[src/rtl/uart_tx_feeder_if.sv]
// ============================================================================
// Module : uart_tx_feeder_if
// Host write port and sequencer handshake bundle for uart_tx_feeder.
// Rev    : 1.0 - initial release
// ============================================================================
`default_nettype none

interface uart_tx_feeder_if #(
  parameter int DATA_WIDTH = 8,
  parameter int ADDR_WIDTH = 2
);
  logic                  wr_en;
  logic [DATA_WIDTH-1:0] wr_data;
  logic                  tx_busy;
  logic                  tx_done;
  logic                  tx_en;
  logic [DATA_WIDTH-1:0] tx_data;
  logic                  full;
  logic                  empty;
  logic [ADDR_WIDTH:0]   count;
  logic                  overflow;

  modport master (
    output wr_en, wr_data, tx_busy, tx_done,
    input  tx_en, tx_data, full, empty, count, overflow
  );

  modport slave (
    input  wr_en, wr_data, tx_busy, tx_done,
    output tx_en, tx_data, full, empty, count, overflow
  );
endinterface

`default_nettype wire

[src/rtl/uart_tx_feeder.sv]
// ============================================================================
// Module : uart_tx_feeder
// Byte FIFO plus framing FSM feeding the UART bit sequencer.
// Option : define UART_TX_B2B_EN to chain queued frames without an idle gap.
// Rev    : 1.0 - initial release
// ============================================================================
`default_nettype none

module uart_tx_feeder #(
  parameter int DATA_WIDTH = 8,
  parameter int DEPTH      = 4,
  parameter int ADDR_WIDTH = 2
) (
  input  logic              clk,
  input  logic              arst_n,
  input  logic              rst,
  uart_tx_feeder_if.slave   bus
);

`ifdef UART_TX_B2B_EN
  localparam bit B2B = 1'b1;
`else
  localparam bit B2B = 1'b0;
`endif

  localparam logic [ADDR_WIDTH:0] FULL_COUNT = (ADDR_WIDTH+1)'(DEPTH);

  typedef enum logic [1:0] {
    IDLE = 2'd0,
    ARM  = 2'd1,
    SEND = 2'd2
  } state_t;

  state_t                state;
  state_t                state_nxt;

  logic [DATA_WIDTH-1:0] mem [DEPTH];
  logic [ADDR_WIDTH-1:0] wr_ptr;
  logic [ADDR_WIDTH-1:0] rd_ptr;
  logic [ADDR_WIDTH:0]   count_q;
  logic                  done_q;
  logic                  tx_en_q;
  logic [DATA_WIDTH-1:0] tx_data_q;
  logic                  overflow_q;

  logic                  full;
  logic                  empty;
  logic                  done_rise;
  logic                  pop;
  logic                  push;
  logic                  drop;

  assign full      = (count_q == FULL_COUNT);
  assign empty     = (count_q == '0);
  assign done_rise = ~done_q & bus.tx_done;
  // A pop in the same cycle frees a slot, so a write while full is still taken.
  assign push      = bus.wr_en & (~full | pop);
  assign drop      = bus.wr_en & full & ~pop;

  always_ff @(posedge clk or negedge arst_n) begin
    if (!arst_n) begin
      state <= IDLE;
    end else if (rst) begin
      state <= IDLE;
    end else begin
      state <= state_nxt;
    end
  end

  always_comb begin
    state_nxt = state;
    pop       = 1'b0;
    case (state)
      IDLE: begin
        if (!empty) begin
          pop       = 1'b1;
          state_nxt = ARM;
        end
      end
      ARM: begin
        if (bus.tx_busy) state_nxt = SEND;
      end
      SEND: begin
        if (done_rise) begin
          if (B2B && !empty) begin
            pop       = 1'b1;
            state_nxt = ARM;
          end else begin
            state_nxt = IDLE;
          end
        end
      end
      default: state_nxt = IDLE;
    endcase
  end

  always_ff @(posedge clk or negedge arst_n) begin
    if (!arst_n) begin
      done_q     <= 1'b1;
      tx_en_q    <= 1'b0;
      tx_data_q  <= '0;
      wr_ptr     <= '0;
      rd_ptr     <= '0;
      count_q    <= '0;
      overflow_q <= 1'b0;
    end else if (rst) begin
      done_q     <= 1'b1;
      tx_en_q    <= 1'b0;
      tx_data_q  <= '0;
      wr_ptr     <= '0;
      rd_ptr     <= '0;
      count_q    <= '0;
      overflow_q <= 1'b0;
    end else begin
      done_q  <= bus.tx_done;
      tx_en_q <= (state_nxt != IDLE);
      if (pop)  tx_data_q <= mem[rd_ptr];
      if (push) wr_ptr    <= wr_ptr + ADDR_WIDTH'(1);
      if (pop)  rd_ptr    <= rd_ptr + ADDR_WIDTH'(1);
      if (push && !pop)      count_q <= count_q + (ADDR_WIDTH+1)'(1);
      else if (pop && !push) count_q <= count_q - (ADDR_WIDTH+1)'(1);
      if (drop) overflow_q <= 1'b1;
    end
  end

  // Storage needs no reset: pointers and count define what is valid.
  always_ff @(posedge clk) begin
    if (push) mem[wr_ptr] <= bus.wr_data;
  end

  assign bus.tx_en    = tx_en_q;
  assign bus.tx_data  = tx_data_q;
  assign bus.full     = full;
  assign bus.empty    = empty;
  assign bus.count    = count_q;
  assign bus.overflow = overflow_q;

endmodule

`default_nettype wire
[src/flat_wrapper.sv]
// flat-port wrapper written by rule: the top's interface ports become plain ports
module uart_tx_feeder_flat 
#(
  parameter int DATA_WIDTH = 8,
  parameter int DEPTH      = 4,
  parameter int ADDR_WIDTH = 2
)
  (clk, arst_n, rst, bus_wr_en, bus_wr_data, bus_tx_busy, bus_tx_done, bus_tx_en, bus_tx_data, bus_full, bus_empty, bus_count, bus_overflow);
  uart_tx_feeder_if #(.DATA_WIDTH(DATA_WIDTH), .ADDR_WIDTH(ADDR_WIDTH)) bus_i ();
  input  logic clk;
  input  logic arst_n;
  input  logic rst;
  input wire logic [$bits(bus_i.wr_en)-1:0] bus_wr_en;
  input wire logic [$bits(bus_i.wr_data)-1:0] bus_wr_data;
  input wire logic [$bits(bus_i.tx_busy)-1:0] bus_tx_busy;
  input wire logic [$bits(bus_i.tx_done)-1:0] bus_tx_done;
  output wire logic [$bits(bus_i.tx_en)-1:0] bus_tx_en;
  output wire logic [$bits(bus_i.tx_data)-1:0] bus_tx_data;
  output wire logic [$bits(bus_i.full)-1:0] bus_full;
  output wire logic [$bits(bus_i.empty)-1:0] bus_empty;
  output wire logic [$bits(bus_i.count)-1:0] bus_count;
  output wire logic [$bits(bus_i.overflow)-1:0] bus_overflow;
  assign bus_i.wr_en = bus_wr_en;
  assign bus_i.wr_data = bus_wr_data;
  assign bus_i.tx_busy = bus_tx_busy;
  assign bus_i.tx_done = bus_tx_done;
  assign bus_tx_en = bus_i.tx_en;
  assign bus_tx_data = bus_i.tx_data;
  assign bus_full = bus_i.full;
  assign bus_empty = bus_i.empty;
  assign bus_count = bus_i.count;
  assign bus_overflow = bus_i.overflow;
  uart_tx_feeder #(.DATA_WIDTH(DATA_WIDTH), .DEPTH(DEPTH), .ADDR_WIDTH(ADDR_WIDTH)) u_core (.clk(clk), .arst_n(arst_n), .rst(rst), .bus(bus_i));
endmodule
[config.mk]
export PLATFORM = sky130hd
export DESIGN_NAME = uart_tx_feeder_flat
export DESIGN_NICKNAME = d
export VERILOG_FILES = /design/src/rtl/uart_tx_feeder_if.sv /design/src/rtl/uart_tx_feeder.sv /design/src/flat_wrapper.sv
export SDC_FILE = /design/constraint.sdc
export NUM_CORES = 1
export LEC_CHECK = 0
export CORE_MARGIN = 2
export CORE_UTILIZATION = 50
export CTS_CLUSTER_DIAMETER = 40
export DETAILED_ROUTE_END_ITERATION = 16
export PLACE_DENSITY_LB_ADDON = 0.25
export SLEW_MARGIN = 30
export SYNTH_ARGS = -nofsm -noshare
export SYNTH_HDL_FRONTEND = slang
export SYNTH_SLANG_ARGS = --single-unit
[constraint.sdc]
create_clock -name clk -period 2.7 [get_ports clk]
set_input_delay 0.54 -clock clk [delete_from_list [all_inputs] [get_ports clk]]
set_output_delay 0.54 -clock clk [all_outputs]
set_load 0.02 [all_outputs]
==> results.json, run 1 <==
{
  "antenna_found_initial": 0,
  "grt_max_degree": 22,
  "dpl_cell_area_mm2": 0.00258,
  "crit_type": "reg -> out",
  "met1_usage": 0.217,
  "ant_nets": 0,
  "grt_pass1_wl_mm": 6.33,
  "finalCritPeriodShare": 0.924,
  "multi_input_area_um2": 723,
  "tns_ns": 0,
  "use_met3": 0.0484,
  "die_h_um": 70.9,
  "start_util": 0.518,
  "hold_viol_final": 0,
  "fin_util": 0.618,
  "worst_pin_slew_ns": 0.578,
  "place.gp.congestion": 0.817,
  "p_leak_nw": 0.977,
  "overflow": 0,
  "layout.nets": 207,
  "synth.ff_latch_count": 52,
  "ctsHtreeMaxLevel": 2,
  "dpl.hpwl_mm": 2.74,
  "clockRootBuffer": "clkbuf_8",
  "syn_area_per_cell_um2": 14.5,
  "final_common_cell": "edfxtp_1",
  "reg2regPathDepth": 6,
  "worst_r2r_startpoint": "u_core.bus.count[0]",
  "final-setup-viol-count": 0,
  "r2r-end": "u_core.bus.count[1]",
  "crit_fanout": 8,
  "endpoint": "bus_empty",
  "fin_crit_ns": 2.50,
  "area_growth_syn_to_layout_pct": 19.2,
  "powerDensity_mw_per_mm2": 976,
  "clock_latency_ns": 0.31,
  "remaining_drc_errors": 0,
  "io_buffers": 28,
  "core_region_area_mm2": 0.00432,
  "synth-edff-count": 32,
  "yosysSeqAreaShare": 0.653,
  "cts_buffer_depth": 2,
  "yosysWarnings": 0,
  "crit_path_end_kind": "primary output",
  "final_cells": 241,
  "drive_gt1_frac": 0.153,
  "cap_violations": 0,
  "holdWs_ns": 0.516,
  "fillCellCount": 345,
  "postCtsHoldBufs": 0,
  "synth_cells": 155,
  "drt-pass1-iter-count": 4,
  "fin_ws_ns": 0.205,
  "register_area_mm2": 0.00146,
  "path_clk_slew_ns": 0.09,
  "crit_required_ns": 2.16,
  "vdd_ir_drop_max_uv": 477,
  "globalRoute.busiestLayer": "met2",
  "startpoint": "u_core.bus.count[0]",
  "post_cts_resized": 0,
  "wl_per_cell_um": 15.7,
  "slew_headroom": 0.615,
  "fin_area_mm2": 0.00267,
  "status": "completed",
  "synth_cell_type_count": 40,
  "netlist_area_mm2": 0.00224,
  "total_power_mw": 2.61,
  "grt_util_met2": 0.268,
  "rsz0062_at_grt": "no",
  "drt_iter0_drc": 82,
  "start_kind": "flip-flop",
  "ios": 29,
  "worstPathArrival_ns": 1.96,
  "viasPerCell": 5.50,
  "num_vias": 1325,
  "die_w_um": 70.9,
  "dp_cells": 233,
  "synthArstFlopShare": 0.385,
  "rows": 24,
  "track_usage": 0.166,
  "post-place-ws_ns": 0.450,
  "synth_ff_type": "edfxtp_1",
  "hp-class": "reg -> reg",
  "synthesis.nets": 174,
  "fmax_mhz": 401,
  "wl_mm": 3.77,
  "cts_sinks": 52,
  "dieArea_mm2": 0.00503,
  "worstHoldPathCells": 2,
  "numCtsBuffers": 5,
  "num_antenna_cells": 0,
  "reg2reg_slack_ns": 0.67,
  "cts_tree": "done",
  "slew_violations": 0,
  "post_cts_buffers": 0,
  "grt_pass1_vias": 1303,
  "skew_ns": 0.00587,
  "most-common-layout-cells": "edfxtp_1, clkdlybuf4s50_1, dfrtp_1, nand2_1, a21oi_1"
}
-- where the power goes --
part	internal, mW	switching [mW]
Sequential	0.985	0.136
Clock	0.186	0.256
Combinational	0.490	0.555
Total	1.66	0.947
-- how the worst min path moves through the flow --
stage / slack, ns / from / endpoint
finish: 0.52 / u_core.bus.overflow / u_core.bus.overflow
detailed placement: 0.50 / u_core.bus.overflow / u_core.bus.overflow
CTS: 0.52 / u_core.bus.overflow / u_core.bus.overflow
floorplan: 0.24 / arst_n / u_core.bus.count[0]
global route: 0.55 / u_core.bus.tx_data[1] / u_core.bus.tx_data[1]
global placement: 0.49 / u_core.bus.overflow / u_core.bus.overflow
-- cells by family (layout without fill, tap and decap cells) --
| group | Yosys count | count (layout) | share of synthesized area |
|---|---|---|---|
| adder cells (fa/ha/maj) | 5 | 5 | 0.0313 |
| AND/OR/NAND/NOR | 47 | 47 | 0.112 |
| multiplexers | 10 | 10 | 0.0893 |
| AO/OA/AOI/OAI | 25 | 25 | 0.0709 |
| buffers and inverters | 11 | 45 | 0.0246 |
| XOR/XNOR | 5 | 5 | 0.0195 |
| flip-flops | 52 | 52 | 0.653 |
-- critical path, stage by stage, from the launching register on --
cell             delay, ns
dfrtp_1               0.50
or3_4                 0.45
inv_2                 0.10
clkdlybuf4s50_1       0.60
-- routing by layer --
layer	share of wire	vias to the layer above
met4	0.0082	0
met5	0	-
met1	0.44	667
met2	0.51	27
met3	0.042	4
li1	-	627
-- state kept, by name, summed over array words and instances (netlist names) --
register             flops
u_core.done_q            1
u_core.bus.tx_en         1
u_core.wr_ptr            2
u_core.mem              32
u_core.rd_ptr            2
u_core.bus.tx_data       8
u_core.state             2
u_core.bus.count         3
u_core.bus.overflow      1
-- layout make-up --
| cell class | count | share of cell area |
|---|---|---|
| Clock inverter | 3 | 0.00843 |
| Tap cell | 52 | 0.0244 |
| Sequential cell | 52 | 0.548 |
| Clock buffer | 5 | 0.0258 |
| Inverter | 5 | 0.00703 |
| Timing Repair Buffer | 32 | 0.116 |
| Multi-Input combinational cell | 92 | 0.271 |
-- cells in the mapped netlist (2+ instances only) --
library cell	count	area (um2)
edfxtp_1	32	961
dfrtp_1	19	475
nand2_1	18	67.6
a21oi_1	14	70.1
nor2_1	10	37.5
mux4_2	8	180
and2_1	4	25.0
ha_1	4	50.1
inv_1	4	15.0
nand3b_1	3	22.5
xnor2_1	3	26.3
a211oi_1	2	15.0
a31oi_1	2	12.5
buf_2	2	10.0
mux2i_1	2	20.0
o21ai_0	2	10.0
or2_1	2	12.5
xor2_1	2	17.5
Power figures use the tool's default switching activity.
==> run 2: changes to the inputs <==
--- a/config.mk
+++ b/config.mk
@@ -5,7 +5,7 @@
 export SDC_FILE = /design/constraint.sdc
 export NUM_CORES = 1
 export LEC_CHECK = 0
-export CORE_MARGIN = 2
+export CORE_MARGIN = 10
 export CORE_UTILIZATION = 50
 export CTS_CLUSTER_DIAMETER = 40
 export DETAILED_ROUTE_END_ITERATION = 16
==> run 2 against run 1 <==
Combinational power about the same. Routed wire length up 6.3%. Cell area about the same. Sequential cell count unchanged. Total power about the same. Critical path depth unchanged. Worst setup slack better by 0.022 ns. Die area up 50%. Sequential share of layout area up 0.051 points. Count of clock-buffer cells in the layout up 1. Hold slack worse by 0.010 ns. Maximum frequency up 0.91%.
==> results.json, run 2 (synthesis gave the netlist of run 1 again) <==
{
  "critPathTopFamily": "buffers and inverters",
  "die_h_um": 86.9,
  "rsz0062_at_grt": "no",
  "crit_type": "reg -> out",
  "grt_pass1_vias": 1325,
  "vdd_ir_drop_max_uv": 401,
  "viasPerCell": 5.43,
  "fin_ws_ns": 0.227,
  "ios": 29,
  "worst_r2r_startpoint": "u_core.bus.count[2]",
  "num_vias": 1309,
  "cp_cell_sequence": "or3_4, inv_2, clkdlybuf4s50_1",
  "register_area_mm2": 0.00146,
  "clockRootBuffer": "clkbuf_8",
  "numCtsBuffers": 5,
  "dpl.hpwl_mm": 2.89,
  "drive_gt1_frac": 0.148,
  "crit_fanout": 7,
  "p_seq_frac": 0.430,
  "finalCritPeriodShare": 0.916,
  "intPower_mw": 1.66,
  "start_kind": "flip-flop",
  "grt_pass1_wl_mm": 6.67,
  "wl_mm": 4.01,
  "crit_required_ns": 2.16,
  "grt_max_degree": 22,
  "slew_violations": 0,
  "fillCellCount": 351,
  "antenna_found_initial": 0,
  "cts_tree": "done",
  "remaining_drc_errors": 0,
  "core_region_area_mm2": 0.00435,
  "hold_viol_final": 0,
  "layout.nets": 207,
  "path_clk_slew_ns": 0.09,
  "largest_register": "u_core.mem",
  "post_cts_buffers": 0,
  "final-setup-viol-count": 0,
  "num_antenna_cells": 0,
  "grt_util_met2": 0.185,
  "status": "completed",
  "largest_reg_flops": 32,
  "fin_crit_ns": 2.47,
  "p_leak_nw": 0.970,
  "drt-pass1-iter-count": 4,
  "fmax_mhz": 404,
  "startpoint": "u_core.bus.count[1]",
  "worst_pin_slew_ns": 0.587,
  "tns_ns": 0,
  "hp-class": "reg -> reg",
  "cap_violations": 0,
  "postCtsHoldBufs": 0,
  "power_switching_mw": 0.950,
  "place.gp.congestion": 0.732,
  "cp_slowest_stage_delay_ns": 0.60,
  "slew_headroom": 0.608,
  "cp_slowest_cell": "clkdlybuf4s50_1",
  "ant_nets": 0,
  "clock_latency_ns": 0.30,
  "use_met3": 0.0365,
  "post_cts_resized": 0,
  "area_growth_syn_to_layout_pct": 19.1,
  "start_util": 0.515,
  "die_w_um": 86.9,
  "worstPathArrival_ns": 1.93,
  "most-common-layout-cells": "edfxtp_1, clkdlybuf4s50_1, dfrtp_1, nand2_1, a21oi_1",
  "p_clk_frac": 0.168,
  "critPathBufInv": 2,
  "globalRoute.busiestLayer": "met2",
  "p_comb_frac": 0.403,
  "post-place-ws_ns": 0.419,
  "dieArea_mm2": 0.00756,
  "cts_buffer_depth": 2,
  "final_common_cell": "edfxtp_1",
  "skew_ns": 0.0114,
  "cts_sinks": 52,
  "hp-start": "u_core.bus.overflow",
  "track_usage": 0.112,
  "crit_path_end_kind": "primary output",
  "io_buffers": 28,
  "rows": 24,
  "powerDensity_mw_per_mm2": 978,
  "wl_per_cell_um": 16.6,
  "ctsHtreeMaxLevel": 2,
  "multi_input_area_um2": 723,
  "overflow": 0,
  "holdWs_ns": 0.506,
  "met1_usage": 0.137,
  "netSwitchingFraction": 0.364,
  "drt_iter0_drc": 69
}
run 2: cell types whose count changed in the layout (fill, tap and decap cells not counted), sizes merged:
cell and delta:
clkbuf +1, clkinvlp +1, inv -1, clkinv -1
run 2: power by group through the flow:
stage	clock [mW]	combinational (mW)	sequential [mW]
2_1_floorplan	0	0.649	1.18
3_3_place_gp	0	1.04	1.13
3_5_place_dp	0	1.07	1.14
4_1_cts	0.449	1.07	1.13
5_1_grt	0.484	1.15	1.15
6_report	0.437	1.05	1.12
run 2: tightest hold or removal path, cell delays in order (launching register included):
cell and delay [ns]:
dfrtp_1 0.35, a31oi_1 0.04, nor2_1 0.08
run 2: final timing paths:
kind | endpoint | slack (ns) | depth (start not counted)
max | bus_empty | 0.23 | 3
min | u_core.bus.overflow | 0.51 | 2
max reg2reg | u_core.bus.count[2] | 0.62 | 7
min reg2reg | u_core.bus.overflow | 0.51 | 2
max in group asynchronous | u_core.done_q | 1.86 | 2
min in group asynchronous | u_core.state[0] | 0.57 | 2
run 2: final cells by class:
cell class / instances / area share
Sequential cell: 52 / 0.548
Inverter: 5 / 0.00703
Tap cell: 52 / 0.0244
Timing Repair Buffer: 32 / 0.116
Clock inverter: 2 / 0.00609
Multi-Input combinational cell: 92 / 0.271
Clock buffer: 6 / 0.0272
run 2: routing by layer:
metal  share of wire  routed length, um  vias to the layer above
met5               0                  0                        -
met4           0.012                 48                        0
met3           0.061                245                        5
met2            0.50               2010                       32
met1            0.43               1710                      648
li1                -                  -                      624
run 2: metrics by stage:
step | instance area, um2 | std cells | total power, mW | utilization
6_report | 2670 | 241 | 2.61 | 0.613
5_1_grt | 2670 | 241 | 2.79 | 0.613
4_1_cts | 2670 | 241 | 2.64 | 0.613
3_5_place_dp | 2580 | 233 | 2.21 | 0.593
3_3_place_gp | 2580 | 233 | 2.17 | 0.593
2_1_floorplan | 2240 | 155 | 1.83 | -
